<file path="src/rtl/reg_file_rename_if.sv">
// Dispatcher / ROB-commit bus of the rename register file.
// master: dispatcher + ROB side, slave: reg_file_rename.
interface reg_file_rename_if #(
  parameter int REG_WIDTH  = 5,
  parameter int DATA_WIDTH = 32,
  parameter int ROB_WIDTH  = 4
);
  logic [REG_WIDTH-1:0]  rs1_idx_in;
  logic [REG_WIDTH-1:0]  rs2_idx_in;
  logic                  rs1_busy_out;
  logic [ROB_WIDTH-1:0]  rs1_rob_out;
  logic [DATA_WIDTH-1:0] rs1_val_out;
  logic                  rs2_busy_out;
  logic [ROB_WIDTH-1:0]  rs2_rob_out;
  logic [DATA_WIDTH-1:0] rs2_val_out;
  logic                  rename_en_in;
  logic [REG_WIDTH-1:0]  rename_rd_in;
  logic [ROB_WIDTH-1:0]  rename_rob_in;
  logic                  commit_en_in;
  logic [REG_WIDTH-1:0]  commit_rd_in;
  logic [DATA_WIDTH-1:0] commit_val_in;
  logic [ROB_WIDTH-1:0]  commit_rob_in;
  logic                  refresh_in;

  modport master (
    output rs1_idx_in, rs2_idx_in,
    input  rs1_busy_out, rs1_rob_out, rs1_val_out,
    input  rs2_busy_out, rs2_rob_out, rs2_val_out,
    output rename_en_in, rename_rd_in, rename_rob_in,
    output commit_en_in, commit_rd_in, commit_val_in, commit_rob_in,
    output refresh_in
  );

  modport slave (
    input  rs1_idx_in, rs2_idx_in,
    output rs1_busy_out, rs1_rob_out, rs1_val_out,
    output rs2_busy_out, rs2_rob_out, rs2_val_out,
    input  rename_en_in, rename_rd_in, rename_rob_in,
    input  commit_en_in, commit_rd_in, commit_val_in, commit_rob_in,
    input  refresh_in
  );
endinterface

</file>
<file path="src/rtl/reg_file_rename.sv">
// Architectural register file with per-register rename tags.
// Reads are combinational; rename/commit/refresh update state on clk_in.
// Optional macro REGFILE_BYPASS_EN: forward a matching commit straight to
// the read ports in the commit cycle.

// One read port: looks up busy/tag/value for idx, x0 hardwired to zero.
module reg_file_rename_rd_port #(
  parameter int REG_NUM    = 32,
  parameter int REG_WIDTH  = 5,
  parameter int DATA_WIDTH = 32,
  parameter int ROB_WIDTH  = 4
) (
  input  logic [REG_WIDTH-1:0]                  idx,
  input  logic [REG_NUM-1:0]                    busy_q,
  input  logic [REG_NUM-1:0][ROB_WIDTH-1:0]     tag_q,
  input  logic [REG_NUM-1:0][DATA_WIDTH-1:0]    val_q,
  input  logic                                  cm_en,
  input  logic [REG_WIDTH-1:0]                  cm_rd,
  input  logic [ROB_WIDTH-1:0]                  cm_rob,
  input  logic [DATA_WIDTH-1:0]                 cm_val,
  output logic                                  busy,
  output logic [ROB_WIDTH-1:0]                  rob,
  output logic [DATA_WIDTH-1:0]                 val
);
`ifdef REGFILE_BYPASS_EN
  localparam bit BYPASS = 1'b1;
`else
  localparam bit BYPASS = 1'b0;
`endif

  logic hit;

  // Commit forwarding hit: the commit retires exactly the producer we wait on.
  always_comb begin
    hit = cm_en && (cm_rd == idx) && busy_q[idx] && (tag_q[idx] == cm_rob);
  end

  // Lookup, with x0 forced to "ready, zero" and optional commit forwarding.
  always_comb begin
    busy = 1'b0;
    rob  = '0;
    val  = '0;
    if (idx != '0) begin
      busy = busy_q[idx];
      rob  = busy_q[idx] ? tag_q[idx] : '0;
      val  = val_q[idx];
      if (BYPASS && hit) begin
        busy = 1'b0;
        rob  = '0;
        val  = cm_val;
      end
    end
  end
endmodule

module reg_file_rename #(
  parameter int REG_NUM    = 32,
  parameter int REG_WIDTH  = 5,
  parameter int DATA_WIDTH = 32,
  parameter int ROB_WIDTH  = 4
) (
  input  logic              clk_in,
  input  logic              rst_in,
  input  logic              rdy_in,
  reg_file_rename_if.slave  bus
);
  localparam int NUM_PORTS = 2;

  logic [REG_NUM-1:0]                 busy_q;
  logic [REG_NUM-1:0][ROB_WIDTH-1:0]  tag_q;
  logic [REG_NUM-1:0][DATA_WIDTH-1:0] val_q;

  logic [NUM_PORTS-1:0][REG_WIDTH-1:0]  rd_idx;
  logic [NUM_PORTS-1:0]                 rd_busy;
  logic [NUM_PORTS-1:0][ROB_WIDTH-1:0]  rd_rob;
  logic [NUM_PORTS-1:0][DATA_WIDTH-1:0] rd_val;

  logic cm_fire;
  logic rn_fire;

  // Qualified requests; x0 is never written or renamed.
  always_comb begin
    cm_fire = rdy_in && bus.commit_en_in && (bus.commit_rd_in != '0);
    rn_fire = rdy_in && bus.rename_en_in && (bus.rename_rd_in != '0)
              && !bus.refresh_in;
  end

  // State update: commit writes value and retires a matching tag; refresh
  // clears all tags (dropping any rename); a rename in the same cycle as a
  // commit to the same rd is applied last so it wins.
  always_ff @(posedge clk_in or posedge rst_in) begin
    if (rst_in) begin
      busy_q <= '0;
      tag_q  <= '0;
      val_q  <= '0;
    end else if (rdy_in) begin
      if (cm_fire) begin
        val_q[bus.commit_rd_in] <= bus.commit_val_in;
        if (tag_q[bus.commit_rd_in] == bus.commit_rob_in) begin
          busy_q[bus.commit_rd_in] <= 1'b0;
          tag_q[bus.commit_rd_in]  <= '0;
        end
      end
      if (bus.refresh_in) begin
        busy_q <= '0;
        tag_q  <= '0;
      end else if (rn_fire) begin
        busy_q[bus.rename_rd_in] <= 1'b1;
        tag_q[bus.rename_rd_in]  <= bus.rename_rob_in;
      end
    end
  end

  // Gather read indices into lanes.
  always_comb begin
    rd_idx[0] = bus.rs1_idx_in;
    rd_idx[1] = bus.rs2_idx_in;
  end

  for (genvar l = 0; l < NUM_PORTS; l++) begin : g_rd
    reg_file_rename_rd_port #(
      .REG_NUM   (REG_NUM),
      .REG_WIDTH (REG_WIDTH),
      .DATA_WIDTH(DATA_WIDTH),
      .ROB_WIDTH (ROB_WIDTH)
    ) u_rd (
      .idx   (rd_idx[l]),
      .busy_q(busy_q),
      .tag_q (tag_q),
      .val_q (val_q),
      .cm_en (cm_fire),
      .cm_rd (bus.commit_rd_in),
      .cm_rob(bus.commit_rob_in),
      .cm_val(bus.commit_val_in),
      .busy  (rd_busy[l]),
      .rob   (rd_rob[l]),
      .val   (rd_val[l])
    );
  end

  // Scatter lane results to the bus.
  always_comb begin
    bus.rs1_busy_out = rd_busy[0];
    bus.rs1_rob_out  = rd_rob[0];
    bus.rs1_val_out  = rd_val[0];
    bus.rs2_busy_out = rd_busy[1];
    bus.rs2_rob_out  = rd_rob[1];
    bus.rs2_val_out  = rd_val[1];
  end
endmodule
</file>
<file path="src/flat_wrapper.sv">
// flat-port wrapper written by rule: the top's interface ports become plain ports
module reg_file_rename_flat 
#(
  parameter int REG_NUM    = 32,
  parameter int REG_WIDTH  = 5,
  parameter int DATA_WIDTH = 32,
  parameter int ROB_WIDTH  = 4
)
  (clk_in, rst_in, rdy_in, bus_rs1_idx_in, bus_rs2_idx_in, bus_rs1_busy_out, bus_rs1_rob_out, bus_rs1_val_out, bus_rs2_busy_out, bus_rs2_rob_out, bus_rs2_val_out, bus_rename_en_in, bus_rename_rd_in, bus_rename_rob_in, bus_commit_en_in, bus_commit_rd_in, bus_commit_val_in, bus_commit_rob_in, bus_refresh_in);
  reg_file_rename_if #(.REG_WIDTH(REG_WIDTH), .DATA_WIDTH(DATA_WIDTH), .ROB_WIDTH(ROB_WIDTH)) bus_i ();
  input  logic clk_in;
  input  logic rst_in;
  input  logic rdy_in;
  input wire logic [$bits(bus_i.rs1_idx_in)-1:0] bus_rs1_idx_in;
  input wire logic [$bits(bus_i.rs2_idx_in)-1:0] bus_rs2_idx_in;
  output wire logic [$bits(bus_i.rs1_busy_out)-1:0] bus_rs1_busy_out;
  output wire logic [$bits(bus_i.rs1_rob_out)-1:0] bus_rs1_rob_out;
  output wire logic [$bits(bus_i.rs1_val_out)-1:0] bus_rs1_val_out;
  output wire logic [$bits(bus_i.rs2_busy_out)-1:0] bus_rs2_busy_out;
  output wire logic [$bits(bus_i.rs2_rob_out)-1:0] bus_rs2_rob_out;
  output wire logic [$bits(bus_i.rs2_val_out)-1:0] bus_rs2_val_out;
  input wire logic [$bits(bus_i.rename_en_in)-1:0] bus_rename_en_in;
  input wire logic [$bits(bus_i.rename_rd_in)-1:0] bus_rename_rd_in;
  input wire logic [$bits(bus_i.rename_rob_in)-1:0] bus_rename_rob_in;
  input wire logic [$bits(bus_i.commit_en_in)-1:0] bus_commit_en_in;
  input wire logic [$bits(bus_i.commit_rd_in)-1:0] bus_commit_rd_in;
  input wire logic [$bits(bus_i.commit_val_in)-1:0] bus_commit_val_in;
  input wire logic [$bits(bus_i.commit_rob_in)-1:0] bus_commit_rob_in;
  input wire logic [$bits(bus_i.refresh_in)-1:0] bus_refresh_in;
  assign bus_i.rs1_idx_in = bus_rs1_idx_in;
  assign bus_i.rs2_idx_in = bus_rs2_idx_in;
  assign bus_rs1_busy_out = bus_i.rs1_busy_out;
  assign bus_rs1_rob_out = bus_i.rs1_rob_out;
  assign bus_rs1_val_out = bus_i.rs1_val_out;
  assign bus_rs2_busy_out = bus_i.rs2_busy_out;
  assign bus_rs2_rob_out = bus_i.rs2_rob_out;
  assign bus_rs2_val_out = bus_i.rs2_val_out;
  assign bus_i.rename_en_in = bus_rename_en_in;
  assign bus_i.rename_rd_in = bus_rename_rd_in;
  assign bus_i.rename_rob_in = bus_rename_rob_in;
  assign bus_i.commit_en_in = bus_commit_en_in;
  assign bus_i.commit_rd_in = bus_commit_rd_in;
  assign bus_i.commit_val_in = bus_commit_val_in;
  assign bus_i.commit_rob_in = bus_commit_rob_in;
  assign bus_i.refresh_in = bus_refresh_in;
  reg_file_rename #(.REG_NUM(REG_NUM), .REG_WIDTH(REG_WIDTH), .DATA_WIDTH(DATA_WIDTH), .ROB_WIDTH(ROB_WIDTH)) u_core (.clk_in(clk_in), .rst_in(rst_in), .rdy_in(rdy_in), .bus(bus_i));
endmodule
</file>
<file path="config.mk">
export PLATFORM = sky130hd
export DESIGN_NAME = reg_file_rename_flat
export DESIGN_NICKNAME = d
export VERILOG_FILES = /design/src/rtl/reg_file_rename_if.sv /design/src/rtl/reg_file_rename.sv /design/src/flat_wrapper.sv
export SDC_FILE = /design/constraint.sdc
export NUM_CORES = 2
export LEC_CHECK = 0
export CORE_MARGIN = 5
export CORE_UTILIZATION = 50
export CTS_BUF_LIST = sky130_fd_sc_hd__clkbuf_4 sky130_fd_sc_hd__clkbuf_8
export CTS_CLUSTER_DIAMETER = 60
export DETAILED_ROUTE_END_ITERATION = 10
export HOLD_SLACK_MARGIN = 0.02
export PLACE_DENSITY = 0.63
export SYNTH_ARGS = -nofsm -noshare
export SYNTH_HDL_FRONTEND = slang
export SYNTH_HIERARCHICAL = 1
export SYNTH_SLANG_ARGS = --single-unit
</file>
<file path="constraint.sdc">
create_clock -name clk_in -period 48 [get_ports clk_in]
set_input_delay 4.8 -clock clk_in [delete_from_list [all_inputs] [get_ports clk_in]]
set_output_delay 4.8 -clock clk_in [all_outputs]
set_load 0.01 [all_outputs]
</file>
==> results.md <==
* Crit start category: primary input
* Initial antenna violation count at 5
* PortBufs at approximately 140
* CTS root buf: clkbuf_8
* Layout area overhead at 10.1%
* Crit path cell chain: buf_8, buf_4, buf_4, buf_4, mux4_2, mux4_2, inv_1, o21ai_1, clkdlybuf4s50_1
* Clk slew on worst S/H paths at around 0.06 ns
* Final setup viols at 0
* Worst Path Required at 43.20 ns
* GP Congestion at ~0.91
* Hold_buf cts at 0
* Initial Utilization at about half
* Leak Pwr at 31.5 nW
* Accumulated negative setup slack at 0 ns
* Post-Syn Area at around 0.066 mm²
* Vias in the first global route at roughly 44000
* Synth warn at 6
* GRT met3 Usage at approximately 5.5%
* Post-place setup slack at ~33 ns
* Htree depth at 4
* GRT Total Usage at 29.0%
* Fin crit period at about 15 ns
* Post-Syn Nets at between 4000 and 5000
* Total of max-cap violations at 0
* Max clock buf depth at 3
* Post-Route WL at between 200000 and 250000 µm
* Initial DRC count at between 4000 and 5000
* Slowest CP cell: buf_4
* Area of the multi-input gates at around 0.034 mm²
* Final hold violations at 0
* Worst Path Arrival at between 9 and 10 ns
* Hold Crit Class: flop to flop
* Gr busiest metal: met2
* Pins Over Slew Limit at 0
* Gr ovfl total at 0
* Reg-to-reg slack, setup at 44.48 ns
* Worst Path Class, Setup: primary input to output pin
* Die Area at ~0.14 mm²
* Clock sinks at between 1000 and 1500
* Final ANT Viol Nets at 0
* Final WS setup at approximately 33 ns
* CTS resizes at 0
* Run status: complete, no violations
* CP Capture Type: output pin
* Post-Syn Instances at ~4500
* Final Net Count at ~4500
* Core Box Area at 0.131 mm²
* Post-DR wirelength/cell at between 30 and 40 µm
* Drc violations at 0
* Worst Skew at 0.0367 ns
* Most repeated library cell on the critical path: buf_4
* Commonest non-fill, non-tap cell in the layout: dfrtp_1
* Final hold slack at roughly 0.4 ns
* P per Cell Area at roughly 37 mW/mm²
* Die H at approximately 370 µm
* DR vias/cell at between 6 and 7
* Vias at 42900
* IO Count at between 100 and 150
* Num CTS Buffers at roughly 200
* Row count at between 100 and 150
* Met2 GRT Util at approximately 46%
* Largest delay share family, worst path: buffers and inverters
* Fillers at between 10000 and 15000
* Detailed Routing Iterations Pass 1 at 5
* Syn Area/Cell at about 15 µm²
* Largest net degree at the start of global routing at between 150 and 200
* Most frequent cells in the layout: 1183 x dfrtp_1, 992 x mux2_2, 704 x mux4_2
* Die Wd at 373 µm
* Fin crit share at between 30% and 40%
* Tightest Pin Transition at 1.22 ns
* Dpl hpwl at 110000 µm
* Layout cell share with drive strength beyond 1 at between 40% and 50%
* RSZ-0062 raised after global routing: false
* Worst VDD drop at 0.0221 mV
* CP max stage delay at 0.93 ns
* Global-route wire length before repair at between 300000 and 400000 µm
* Normalized max-slew margin at ~19%
* Met1 GRT Util at around two fifths
* Storage element area at 0.0296 mm²
* Worst Path Buf+Inv at 6
* CTS tree: done
* Post-CTS Setup Inserts at 0
* F_max at between 60 and 70 MHz
* Worst-skew pair later-pin latency at between 0.9 and 1 ns
* Worst-path fanout max at between 60 and 70
-- layout make-up --
cell class,instances,area share (%)
multi-input cells,2789,46.8
flip-flops and latches,1183,40.8
clock buffers,334,5.79
well taps,1755,3.03
repair buffers,212,2.76
inverters,80,0.428
clock inverters,33,0.364
diodes,3,0.0103
-- layer usage --
metal	part of all wire [%]	up-vias
met5	0.0065	-
met4	3.8	2
met3	7.3	449
met2	47	1817
met1	41	23200
li1	-	17400
-- worst paths after layout --
check                                        from                  end  cells after the start
min in group asynchronous                  rst_in      u_core/tag_q[3]                      2
worst min-delay path              u_core/val_q[3]      u_core/val_q[3]                      0
max in group asynchronous                  rst_in    u_core/val_q[590]                      7
worst max register to register   u_core/tag_q[28]    u_core/busy_q[19]                      8
worst min register to register    u_core/val_q[3]      u_core/val_q[3]                      0
worst max-delay path            bus_rs1_idx_in[1]  bus_rs1_val_out[29]                      9
-- worst reg2reg max path, delay by kind of cell, from the launching register on --
kind / cells / cell delay (ns)
AO/OA/AOI/OAI: 4 / 0.95
buffers and inverters: 1 / 0.88
AND/OR/NAND/NOR: 2 / 0.84
flip-flops: 1 / 0.44
multiplexers: 1 / 0.27
-- metrics by stage --
stage	instance area (µm²)	power (mW)	cells	util, %
final	72500	2.71	6389	55.3
after global routing	72500	2.82	6389	55.3
after CTS	72500	2.72	6386	55.3
after detailed placement	68100	1.73	6019	51.9
after global placement	68100	1.71	6019	51.9
after floorplan	65900	1.59	4533	-
-- power breakdown --
| group | switching [mW] | leakage, nW | internal (mW) | total [mW] |
|---|---|---|---|---|
| Clock | 0.428 | 2.38 | 0.561 | 0.989 |
| Sequential | 0.104 | 15.8 | 1.13 | 1.23 |
| Combinational | 0.210 | 13.2 | 0.277 | 0.487 |
| Total | 0.742 | 31.5 | 1.96 | 2.71 |
-- registers in the layout, indices dropped and copies added, names as in the netlist --
name	count
u_core/tag_q	128
u_core/busy_q	31
u_core/val_q	1024
Power figures use the tool's default switching activity.
